[config.mk]
export PLATFORM = sky130hd
export DESIGN_NAME = cim_layer_ctrl
export DESIGN_NICKNAME = d
export VERILOG_FILES = /design/src/rtl/cim_layer_ctrl.sv
export SDC_FILE = /design/constraint.sdc
export NUM_CORES = 1
export LEC_CHECK = 0
export ABC_AREA = 1
export CAP_MARGIN = 0
export CORE_ASPECT_RATIO = 1.2
export CORE_MARGIN = 3
export CORE_UTILIZATION = 35
export DETAILED_ROUTE_END_ITERATION = 12
export HOLD_SLACK_MARGIN = 0.15
export PLACE_DENSITY = 0.69
export SETUP_SLACK_MARGIN = 0.5
export SYNTH_ARGS = -nofsm -noshare
export SYNTH_HDL_FRONTEND = slang
export SYNTH_SLANG_ARGS = --single-unit
export TNS_END_PERCENT = 10
[constraint.sdc]
create_clock -name clk -period 4.8 [get_ports clk]
set_input_delay 0.96 -clock clk [delete_from_list [all_inputs] [get_ports clk]]
set_output_delay 0.96 -clock clk [all_outputs]
set_load 0.01 [all_outputs]
[src/rtl/cim_layer_ctrl.sv]
// Layer sequencer: runs up to NUM_NEURONS neurons through one shared 8-input
// CIM neuron, one at a time, and writes each result to the result buffer.
module cim_layer_ctrl #(
  parameter int NUM_NEURONS = 4,
  parameter int ACT_W       = 9,
  parameter int WGT_W       = 2,
  parameter int OUT_W       = 12,
  parameter int NEU_TIMEOUT = 16,
  parameter int IDX_W       = (NUM_NEURONS > 1) ? $clog2(NUM_NEURONS) : 1
) (
  input  logic                 clk,
  input  logic                 reset,
  input  logic                 start,
  input  logic [IDX_W:0]       cfg_count,
  input  logic [8*ACT_W-1:0]   act_in,
  output logic [IDX_W-1:0]     wmem_addr,
  input  logic [8*WGT_W-1:0]   wmem_rdata,
  output logic [8*ACT_W-1:0]   neu_act,
  output logic [8*WGT_W-1:0]   neu_wgt,
  output logic                 neu_start,
  input  logic                 neu_valid,
  input  logic [OUT_W-1:0]     neu_result,
  output logic                 res_wr_en,
  output logic [IDX_W-1:0]     res_wr_addr,
  output logic [OUT_W-1:0]     res_wr_data,
  output logic                 busy,
  output logic                 done,
  output logic                 timeout_err
);

  localparam int TO_W = (NEU_TIMEOUT > 2) ? $clog2(NEU_TIMEOUT) : 1;
  localparam logic [IDX_W:0]  MAX_CNT = (IDX_W+1)'(NUM_NEURONS);
  localparam logic [TO_W-1:0] TO_LAST = TO_W'(NEU_TIMEOUT - 1);

  typedef enum logic [2:0] {
    S_IDLE, S_FETCH, S_LOAD, S_ISSUE, S_WAIT, S_WRITE, S_DONE
  } state_t;

  state_t              state_q;
  logic [IDX_W-1:0]    idx_q;
  logic [IDX_W:0]      cnt_q;
  logic [TO_W-1:0]     to_q;
  logic [8*ACT_W-1:0]  act_q;
  logic [8*WGT_W-1:0]  wgt_q;
  logic [OUT_W-1:0]    res_q;
  logic                neu_start_q;
  logic                wr_en_q;
  logic                busy_q;
  logic                done_q;
  logic                err_q;

  // Pulse outputs default low each cycle and are raised on entry to their state.
  always_ff @(posedge clk or posedge reset) begin
    if (reset) begin
      state_q     <= S_IDLE;
      idx_q       <= '0;
      cnt_q       <= '0;
      to_q        <= '0;
      act_q       <= '0;
      wgt_q       <= '0;
      res_q       <= '0;
      neu_start_q <= 1'b0;
      wr_en_q     <= 1'b0;
      busy_q      <= 1'b0;
      done_q      <= 1'b0;
      err_q       <= 1'b0;
    end else begin
      neu_start_q <= 1'b0;
      wr_en_q     <= 1'b0;
      done_q      <= 1'b0;
      case (state_q)
        S_IDLE: begin
          if (start) begin
            act_q  <= act_in;
            cnt_q  <= (cfg_count > MAX_CNT) ? MAX_CNT : cfg_count;
            idx_q  <= '0;
            err_q  <= 1'b0;
            busy_q <= 1'b1;
            if (cfg_count == '0) begin
              state_q <= S_DONE;
              done_q  <= 1'b1;
            end else begin
              state_q <= S_FETCH;
            end
          end
        end
        S_FETCH: state_q <= S_LOAD;
        S_LOAD: begin
          wgt_q       <= wmem_rdata;
          neu_start_q <= 1'b1;
          state_q     <= S_ISSUE;
        end
        S_ISSUE: begin
          to_q    <= '0;
          state_q <= S_WAIT;
        end
        S_WAIT: begin
          // A result arriving in the last allowed cycle still beats the timeout.
          if (neu_valid) begin
            res_q   <= neu_result;
            wr_en_q <= 1'b1;
            state_q <= S_WRITE;
          end else if (to_q == TO_LAST) begin
            res_q   <= '0;
            err_q   <= 1'b1;
            wr_en_q <= 1'b1;
            state_q <= S_WRITE;
          end else begin
            to_q <= to_q + 1'b1;
          end
        end
        S_WRITE: begin
          if ({1'b0, idx_q} == cnt_q - (IDX_W+1)'(1)) begin
            done_q  <= 1'b1;
            state_q <= S_DONE;
          end else begin
            idx_q   <= idx_q + 1'b1;
            state_q <= S_FETCH;
          end
        end
        S_DONE: begin
          busy_q  <= 1'b0;
          state_q <= S_IDLE;
        end
        default: begin
          busy_q  <= 1'b0;
          state_q <= S_IDLE;
        end
      endcase
    end
  end

  assign wmem_addr   = idx_q;
  assign neu_act     = act_q;
  assign neu_wgt     = wgt_q;
  assign neu_start   = neu_start_q;
  assign res_wr_en   = wr_en_q;
  assign res_wr_addr = idx_q;
  assign res_wr_data = res_q;
  assign busy        = busy_q;
  assign done        = done_q;
  assign timeout_err = err_q;

endmodule

==> flow_summary.yaml, run 1 <==
status:
  outcome: "complete, no violations"
global_routing:
  grt.overflow.total: 0
  grt_max_degree: 75
  grtUsageTotal_pct: 17.74
  grt_pass1_vias: 4368
  grt_pass1_wl_um: 21530
  antenna_found_initial: 0
sta:
  grt_setup_unrepaired: "false"
  fin_skew_ps: 5.421
  hold_viol_final: 0
  finalCriticalPeriod_ps: 2430
  max_slew_margin_pct: 40.51
  slew_viol_final: 0
  final-setup-viol-count: 0
  worst_pin_slew_ps: 892.4
  period_share_pct: 50.64
  max_freq_mhz: 411.4
  fin_tns_setup_ps: 0
cts:
  cts-buffers-inserted: 17
  ctsRootBufferMaster: "clkbuf_16"
  clock_path_buffers: 2
  cts_resized: 0
  clkTransAtPathRegs_ps: 50
  cts_setup_buffers: 0
  cts_tree: "yes"
  clkSinkCount: 117
  clock_latency_ps: 400
  holdBufCountCts: 0
  h-tree-depth: 4
power_and_ir_drop:
  p_leak_uw: 0.003700
  ir_drop_mv: 0.3882
  power_density_nw_per_um2: 667.0
finish:
  num-nets-final: 864
  fin_util_pct: 58.77
  fin_cells: 932
  areaGrowthSynthToFinish_pct: 61.18
  fillCellCount: 1160
  layout-drive-gt1-share_pct: 6.120
  antennaDiodeCount: 0
critical_path:
  r2r_end: "neu_act[49]$_DFFE_PP0P_"
  worstSetupStartpointType: "flop"
  crit_path_top_delay_cell: "clkdlybuf4s50_1"
  rrSetupSlack_ps: 2840
  crit_family: "buffers and inverters"
  r2r-start: "state_q[2]$_DFFE_PP0P_"
  arrival_ps: 1470
  slowest_delay_ps: 590
  path_cells: "clkdlybuf4s50_1"
  critPathKind: "flop to output port"
  r2r_cells: 7
  worstSetupEndpointType: "output port"
  critical_path_buf_inv_count: 1
  path_max_fanout: 6
  cp.required_ps: 3840
route:
  ant_nets: 0
  drc: 0
  first_pass_iters: 4
  wl_um: 13080
  viasPerCell: 4.540
  vias: 4231
  avgRoutedWirePerCell_um: 14.04
  drt_iter0_markers: 193
floorplanning:
  dieHeight_um: 133.2
  initial_utilization_pct: 36.46
  chipWidth_um: 112.0
  die_area_um2: 14930
  rows: 45
  core_um2: 12950
  io_pins: 216
job:
  cap_violations: 0
logic_synthesis:
  synth_area_per_cell_um2: 8.728
  synth_cell_types: 25
  synth_warnings: 0
  ys_seq_area_share_pct: 62.00
  postSynthCellCount: 541
  synth_enable_flop_cells: 0
  netlist_area_um2: 4722
  async_flop_share_pct: 100.0
  ys_ff_latch: 117
  synth_fp_nets: 650
  synthFlopType: "dfrtp_1"
worst_hold_path:
  hold_depth: 2
  hp-start: "neu_act[64]$_DFFE_PP0P_"
  hp-class: "flop to flop"
  hold_end: "neu_act[64]$_DFFE_PP0P_"
placement:
  place_congestion: 0.7598
  hpwlAfterDp_um: 9455
  dp_cells: 900
  port-buffer-count: 215
==> report_power, final <==
group	total, uW	switching, uW	leakage, uW	internal [uW]
clock	1360	437	0.000308	925
sequential	1700	262	0.00147	1440
combinational	2010	976	0.00193	1040
==> final cells by class <==
type                       count  area (um2)  area share [%]
sequential                   117        2928           38.47
timing repair buffer         219        2182           28.67
multi-input combinational    379        1562           20.52
clock buffer                  21       480.5           6.313
tap                          164       205.2           2.696
clock inverter                11       172.7           2.269
inverter                      21       81.33           1.069
==> Yosys cell counts (2+ instances only) <==
cell	n	area share, %
buf_4	10	1.6
nor3_1	2	0.21
nand3_1	19	2.0
nor2_4	2	0.48
inv_1	17	1.4
a21oi_1	4	0.42
nor2_1	8	0.64
inv_2	4	0.32
nand2_2	2	0.26
o21ai_0	20	2.1
nand2_1	310	25
xnor2_1	2	0.37
buf_2	9	0.95
dfrtp_1	117	62
ha_1	2	0.53
buf_6	2	0.48
clkbuf_1	3	0.24
==> layout by cell type (no fill, tap or decap) <==
master	n
a21oi_1	4
buf_4	4
bufinv_16	4
clkbuf_16	17
clkbuf_8	4
clkdlybuf4s50_1	215
clkinv_2	1
clkinv_4	2
clkinvlp_4	4
dfrtp_1	117
ha_1	2
inv_1	16
inv_2	4
inv_4	1
nand2_1	310
nand2_2	2
nand3_1	19
nand3b_1	1
nand4_1	1
nor2_1	8
nor2_2	1
nor2_4	2
nor3_1	2
nor3_4	1
o211ai_1	1
o21a_1	1
o21ai_0	20
o21ai_1	1
xnor2_1	2
xor2_1	1
==> state kept, by name, indices dropped and copies added (netlist names) <==
name,flops
cnt_q,3
timeout_err,1
res_wr_addr,2
neu_wgt,16
to_q,4
busy,1
neu_act,72
state_q,3
res_wr_en,1
res_wr_data,12
neu_start,1
done,1
==> routing by layer <==
metal | vias to the layer above | track usage [%] | routed length (um)
li1 | 2087 | - | -
met1 | 1980 | 20.68 | 5151
met2 | 149 | 30.73 | 6793
met3 | 15 | 6.452 | 947
met4 | 0 | 5.144 | 188
met5 | - | 0 | 0
==> cells by family after synthesis <==
logic type | count (synthesis) | share of synthesized area, %
AO/OA/AOI/OAI | 27 | 2.968
AND/OR/NAND/NOR | 347 | 29.01
adder cells (fa/ha/maj) | 2 | 0.5299
buffers and inverters | 45 | 4.928
flip-flops | 117 | 62.00
XOR/XNOR | 3 | 0.5565
==> metrics by stage <==
step                area, um2  hold slack (ps)  worst slack [ps]  total power [uW]
finish                   7611            467.0              2370              5077
global route             7611            479.8              2294              5432
CTS                      7611            470.3              2354              5155
detailed placement       6958            457.2              2025              3758
global placement         6958            453.1              2092              3700
floorplan                4722            473.2             739.2              2623
==> worst max path at each step <==
stage | from | to | slack, ps | depth (start not counted)
2_1_floorplan | reset | busy$_DFFE_PP0P_ | 740 | 1
3_3_place_gp | start | neu_act[32]$_DFFE_PP0P_ | 2090 | 7
3_5_place_dp | start | neu_act[59]$_DFFE_PP0P_ | 2030 | 7
4_1_cts | res_wr_addr[1]$_DFFE_PP0P_ | wmem_addr[1] | 2350 | 1
5_1_grt | res_wr_addr[0]$_DFFE_PP0P_ | res_wr_addr[0] | 2290 | 1
6_report | res_wr_addr[1]$_DFFE_PP0P_ | wmem_addr[1] | 2370 | 1
Note: power is estimated with default switching activity, not from simulation.
==> run 2: changes to the inputs <==
Clock period 4.8 ns to 2.4 ns, I/O delays scaled along.
==> flow_summary.yaml, run 2 (synthesis gave the netlist of run 1 again) <==
critical_path:
  worstSetupStartpointType: "flop"
  critPathKind: "flop to output port"
  cp.required_ps: 1920
  r2r_cells: 5
  r2r-start: "state_q[0]$_DFFE_PP0P_"
  crit_path_top_delay_cell: "clkdlybuf4s50_1"
  path_cells: "clkdlybuf4s50_1"
  worstSetupEndpointType: "output port"
  arrival_ps: 1390
  slowest_delay_ps: 560
  critical_path_buf_inv_count: 1
  crit_family: "buffers and inverters"
  path_max_fanout: 7
  r2r_end: "to_q[2]$_DFFE_PP0P_"
  rrSetupSlack_ps: 700
finish:
  fin_area_um2: 7624
  final_common_cell: "nand2_1"
  layout-drive-gt1-share_pct: 6.615
  areaGrowthSynthToFinish_pct: 61.45
  fin_cells: 935
  num-nets-final: 867
  largest_reg_flops: 72
  final_cell_mix: "310 x nand2_1, 214 x clkdlybuf4s50_1, 115 x dfrtp_1"
  fillCellCount: 1156
  antennaDiodeCount: 0
placement:
  port-buffer-count: 215
  dpl_cell_area_um2: 6994
  place_congestion: 0.7768
  dp_cells: 903
  hpwlAfterDp_um: 9530
floorplanning:
  core_um2: 12950
  dieHeight_um: 133.2
  rows: 45
  io_pins: 216
  die_area_um2: 14930
  chipWidth_um: 112.0
  initial_utilization_pct: 36.46
cts:
  clkTransAtPathRegs_ps: 50
  clock_latency_ps: 400
  cts_setup_buffers: 0
  clkSinkCount: 117
  ctsRootBufferMaster: "clkbuf_16"
  holdBufCountCts: 0
  cts-buffers-inserted: 17
  h-tree-depth: 4
  cts_tree: "yes"
  clock_path_buffers: 2
  cts_resized: 1
worst_hold_path:
  hp-start: "neu_act[63]$_DFFE_PP0P_"
  hp-class: "flop to flop"
  hold_end: "neu_act[63]$_DFFE_PP0P_"
  hold_depth: 2
sta:
  worst_pin_slew_ps: 618.0
  final-setup-viol-count: 0
  max_slew_margin_pct: 58.80
  grt_setup_unrepaired: "true"
  max_freq_mhz: 534.4
  finalCriticalPeriod_ps: 1871
  hold_viol_final: 0
  fin_skew_ps: 10.46
  fin_tns_setup_ps: 0
  period_share_pct: 77.97
  slew_viol_final: 0
  whs_ps: 467.4
route:
  met1_length_um: 5116
  top_layer_used: "met4"
  avgRoutedWirePerCell_um: 14.01
  ant_nets: 0
  drt_iter0_markers: 168
  drc: 0
  wl_um: 13100
  met2WireLength_um: 6870
  first_pass_iters: 5
  viasPerCell: 4.560
  vias: 4264
  routed-wl-met3_um: 890
global_routing:
  grt.overflow.total: 0
  grt_pass1_wl_um: 21590
  grt_pass1_vias: 4409
  grt_max_degree: 118
  antenna_found_initial: 0
  grtUsageTotal_pct: 17.86
power_and_ir_drop:
  seqPwrFrac_pct: 33.7
  combPwrFrac_pct: 40.2
  power_switching_uw: 3382
  p_leak_uw: 0.003726
  power_density_nw_per_um2: 1327
  p_sw_share_pct: 33.43
  internal_power_uw: 6736
  p_clk_share_pct: 26.1
  ir_drop_mv: 0.6720
job:
  cap_violations: 0
status:
  outcome: "complete, no violations"
## run 2: layer usage
layer / GRT usage [%] / vias to the layer above
met5: 0 / -
met4: 5.812 / 0
met3: 6.134 / 15
met2: 32.13 / 144
met1: 19.74 / 2015
li1: - / 2090
## run 2: worst max-delay path by stage
| stage | start | to | slack, ps | cells after the start |
|---|---|---|---|---|
| 2_1_floorplan | reset | busy$_DFFE_PP0P_ | 490 | 1 |
| 3_3_place_gp | start | neu_act[26]$_DFFE_PP0P_ | 460 | 6 |
| 3_5_place_dp | start | neu_act[9]$_DFFE_PP0P_ | 400 | 7 |
| 4_1_cts | res_wr_addr[1]$_DFFE_PP0P_ | wmem_addr[1] | 470 | 1 |
| 5_1_grt | res_wr_addr[0]$_DFFE_PP0P_ | res_wr_addr[0] | 480 | 1 |
| 6_report | res_wr_addr[0]$_DFFE_PP0P_ | res_wr_addr[0] | 530 | 1 |
## run 2: layout make-up
type / instances / area (um2) / area share [%]
inverter: 21 / 82.58 / 1.083
multi-input combinational: 379 / 1562 / 20.48
clock buffer: 19 / 442.9 / 5.810
timing repair buffer: 222 / 2220 / 29.12
clock inverter: 13 / 181.4 / 2.380
tap: 164 / 205.2 / 2.692
sequential: 117 / 2930 / 38.44
## run 2: stage by stage
stage / power, uW / setup WS, ps / util, %
global placement: 7425 / 462.2 / 54.01
global route: 10810 / 477.9 / 58.87
detailed placement: 7558 / 397.5 / 54.01
finish: 10120 / 528.7 / 58.87
floorplan: 5246 / 492.6 / -
CTS: 10260 / 465.3 / 58.84
## run 2: power by group through the flow
stage               registers (uW)  logic (uW)  clock network [uW]
floorplan                     3770        1480                   0
global placement              3400        4020                   0
detailed placement            3420        4130                   0
CTS                           3420        4140                2700
global route                  3530        4480                2810
finish                        3410        4070                2640
==> run 3: changes to the inputs <==
Clock period 2.4 ns to 1.78 ns, I/O delays scaled along.
==> flow_summary.yaml, run 3 (synthesis gave the netlist of run 1 again) <==
sta:
  fin_skew_ps: 9.698
  worst_pin_slew_ps: 321.7
  max_slew_margin_pct: 78.55
  grt_setup_unrepaired: "true"
  slew_viol_final: 0
  period_share_pct: 86.58
  finalCriticalPeriod_ps: 1541
  hold_viol_final: 0
  final-setup-viol-count: 0
  setup_ws_ps: 238.9
  max_freq_mhz: 648.9
  whs_ps: 452.1
critical_path:
  r2r_cells: 10
  rrSetupSlack_ps: 240
  slowest_delay_ps: 400
  crit_path_top_delay_cell: "dfrtp_1"
  critPathKind: "flop to flop"
  worstSetupEndpointType: "flop"
  cp.required_ps: 2110
  path_max_fanout: 5
  worstSetupStartpointType: "flop"
  crit_family: "simple AND/OR/NAND/NOR gates"
  r2r_end: "state_q[2]$_DFFE_PP0P_"
  crit_top_cell: "nand2_1"
  r2r-start: "cnt_q[0]$_DFFE_PP0P_"
  path_cells: "inv_2 -> ha_4 -> inv_2 -> nand2_1 -> nand2_1 -> nand4_1 -> buf_4 -> nand2_2 -> nand2_1 -> nand2_1"
  arrival_ps: 1870
  critical_path_buf_inv_count: 3
power_and_ir_drop:
  p_leak_uw: 0.004064
  p_sw_share_pct: 35.46
  p_clk_share_pct: 24.7
  internal_power_uw: 9107
  power_switching_uw: 5003
  combPwrFrac_pct: 42.6
  seqPwrFrac_pct: 32.7
  ir_drop_mv: 0.6925
  power_density_nw_per_um2: 1727
  finalPower_uw: 14110
finish:
  num-nets-final: 901
  final-seq-area_um2: 2933
  antennaDiodeCount: 0
  areaGrowthSynthToFinish_pct: 72.97
  final_cell_mix: "302 x nand2_1, 113 x dfrtp_1, 106 x clkdlybuf4s50_1"
  largest_reg_flops: 72
  layout-drive-gt1-share_pct: 16.02
  multiInputGateArea_um2: 1640
  final_common_cell: "nand2_1"
  fillCellCount: 1086
  fin_util_pct: 63.07
route:
  first_pass_iters: 4
  wl_um: 15550
  vias: 4509
  avgRoutedWirePerCell_um: 16.05
  drc: 0
  drt_iter0_markers: 169
  ant_nets: 0
  viasPerCell: 4.653
cts:
  holdBufCountCts: 0
  clock_path_buffers: 2
  cts-buffers-inserted: 17
  ctsRootBufferMaster: "clkbuf_16"
  h-tree-depth: 4
  cts_tree: "yes"
  clkSinkCount: 117
  clkTransAtPathRegs_ps: 60
  clock_latency_ps: 400
floorplanning:
  initial_utilization_pct: 36.46
  rows: 45
  core_um2: 12950
  die_area_um2: 14930
  dieHeight_um: 133.2
  io_pins: 216
  chipWidth_um: 112.0
global_routing:
  grtUsageTotal_pct: 19.51
  antenna_found_initial: 0
  grt_max_degree: 62
  grt.overflow.total: 0
  grt_pass1_wl_um: 23420
  grt_pass1_vias: 4766
placement:
  dp_slack_ps: 82.32
  place_congestion: 0.8006
  hpwlAfterDp_um: 9524
  port-buffer-count: 215
job:
  cap_violations: 0
status:
  outcome: "complete, no violations"
worst_hold_path:
  hp-class: "input pin to async pin"
[run 3: changes by cell type in the layout (fill, tap and decap cells not counted), moves of 7 or more]
cell / delta
buf_2: +10
buf_4: +15
buf_6: +11
clkbuf_16: +7
clkdlybuf4s15_1: +86
clkdlybuf4s50_1: -108
nand2_1: -8
[run 3: tightest hold or removal path: cells and delay by family]
kind,cells,cell delay [ps]
buf+inv,3,880
[run 3: through the flow]
stage | TNS, ps | instances | cell area (um2)
floorplan | -396.4 | 541 | 4726
global placement | 0 | 903 | 7044
detailed placement | 0 | 903 | 7044
CTS | 0 | 953 | 7875
global route | 0 | 969 | 8168
finish | 0 | 969 | 8168
[run 3: area by class of cell]
type                       instances  area share [%]
tap                              164           2.512
inverter                          21           1.164
clock buffer                      20           5.591
sequential                       117           35.91
timing repair inverter             1         0.09191
multi-input combinational        379           20.08
timing repair buffer             255           32.77
clock inverter                    12           1.884
[run 3: how the worst max path moves through the flow]
stage	start	endpoint	cells past startpoint
detailed placement	start	neu_act[26]$_DFFE_PP0P_	6
global route	cnt_q[0]$_DFFE_PP0P_	state_q[2]$_DFFE_PP0P_	10
floorplan	reset	busy$_DFFE_PP0P_	1
global placement	start	neu_act[26]$_DFFE_PP0P_	6
finish	cnt_q[0]$_DFFE_PP0P_	state_q[2]$_DFFE_PP0P_	10
CTS	cnt_q[0]$_DFFE_PP0P_	res_wr_addr[1]$_DFFE_PP0P_	9
[run 3: repair_timing]
item                                    4_1_cts  5_1_grt
buffers inserted                             15        7
pin swaps                                     9        9
gates resized for setup                     285       21
cloned                                        3        9
endpoints found under the setup margin      208      224
[run 3: routing by layer]
layer,global-route usage [%],up-vias,part of all wire (%)
li1,-,2167,-
met1,21.08,2146,38
met2,35.07,170,54
met3,6.497,26,6.6
met4,7.816,0,1.8
met5,0,-,0
[run 3: power groups by stage]
stage,registers [uW],clock network (uW),logic [uW]
4_1_cts,4610,3540,5610
3_5_place_dp,4620,0,5630
2_1_floorplan,5080,0,1990
3_3_place_gp,4600,0,5480
6_report,4610,3480,6020
5_1_grt,4760,3690,6580
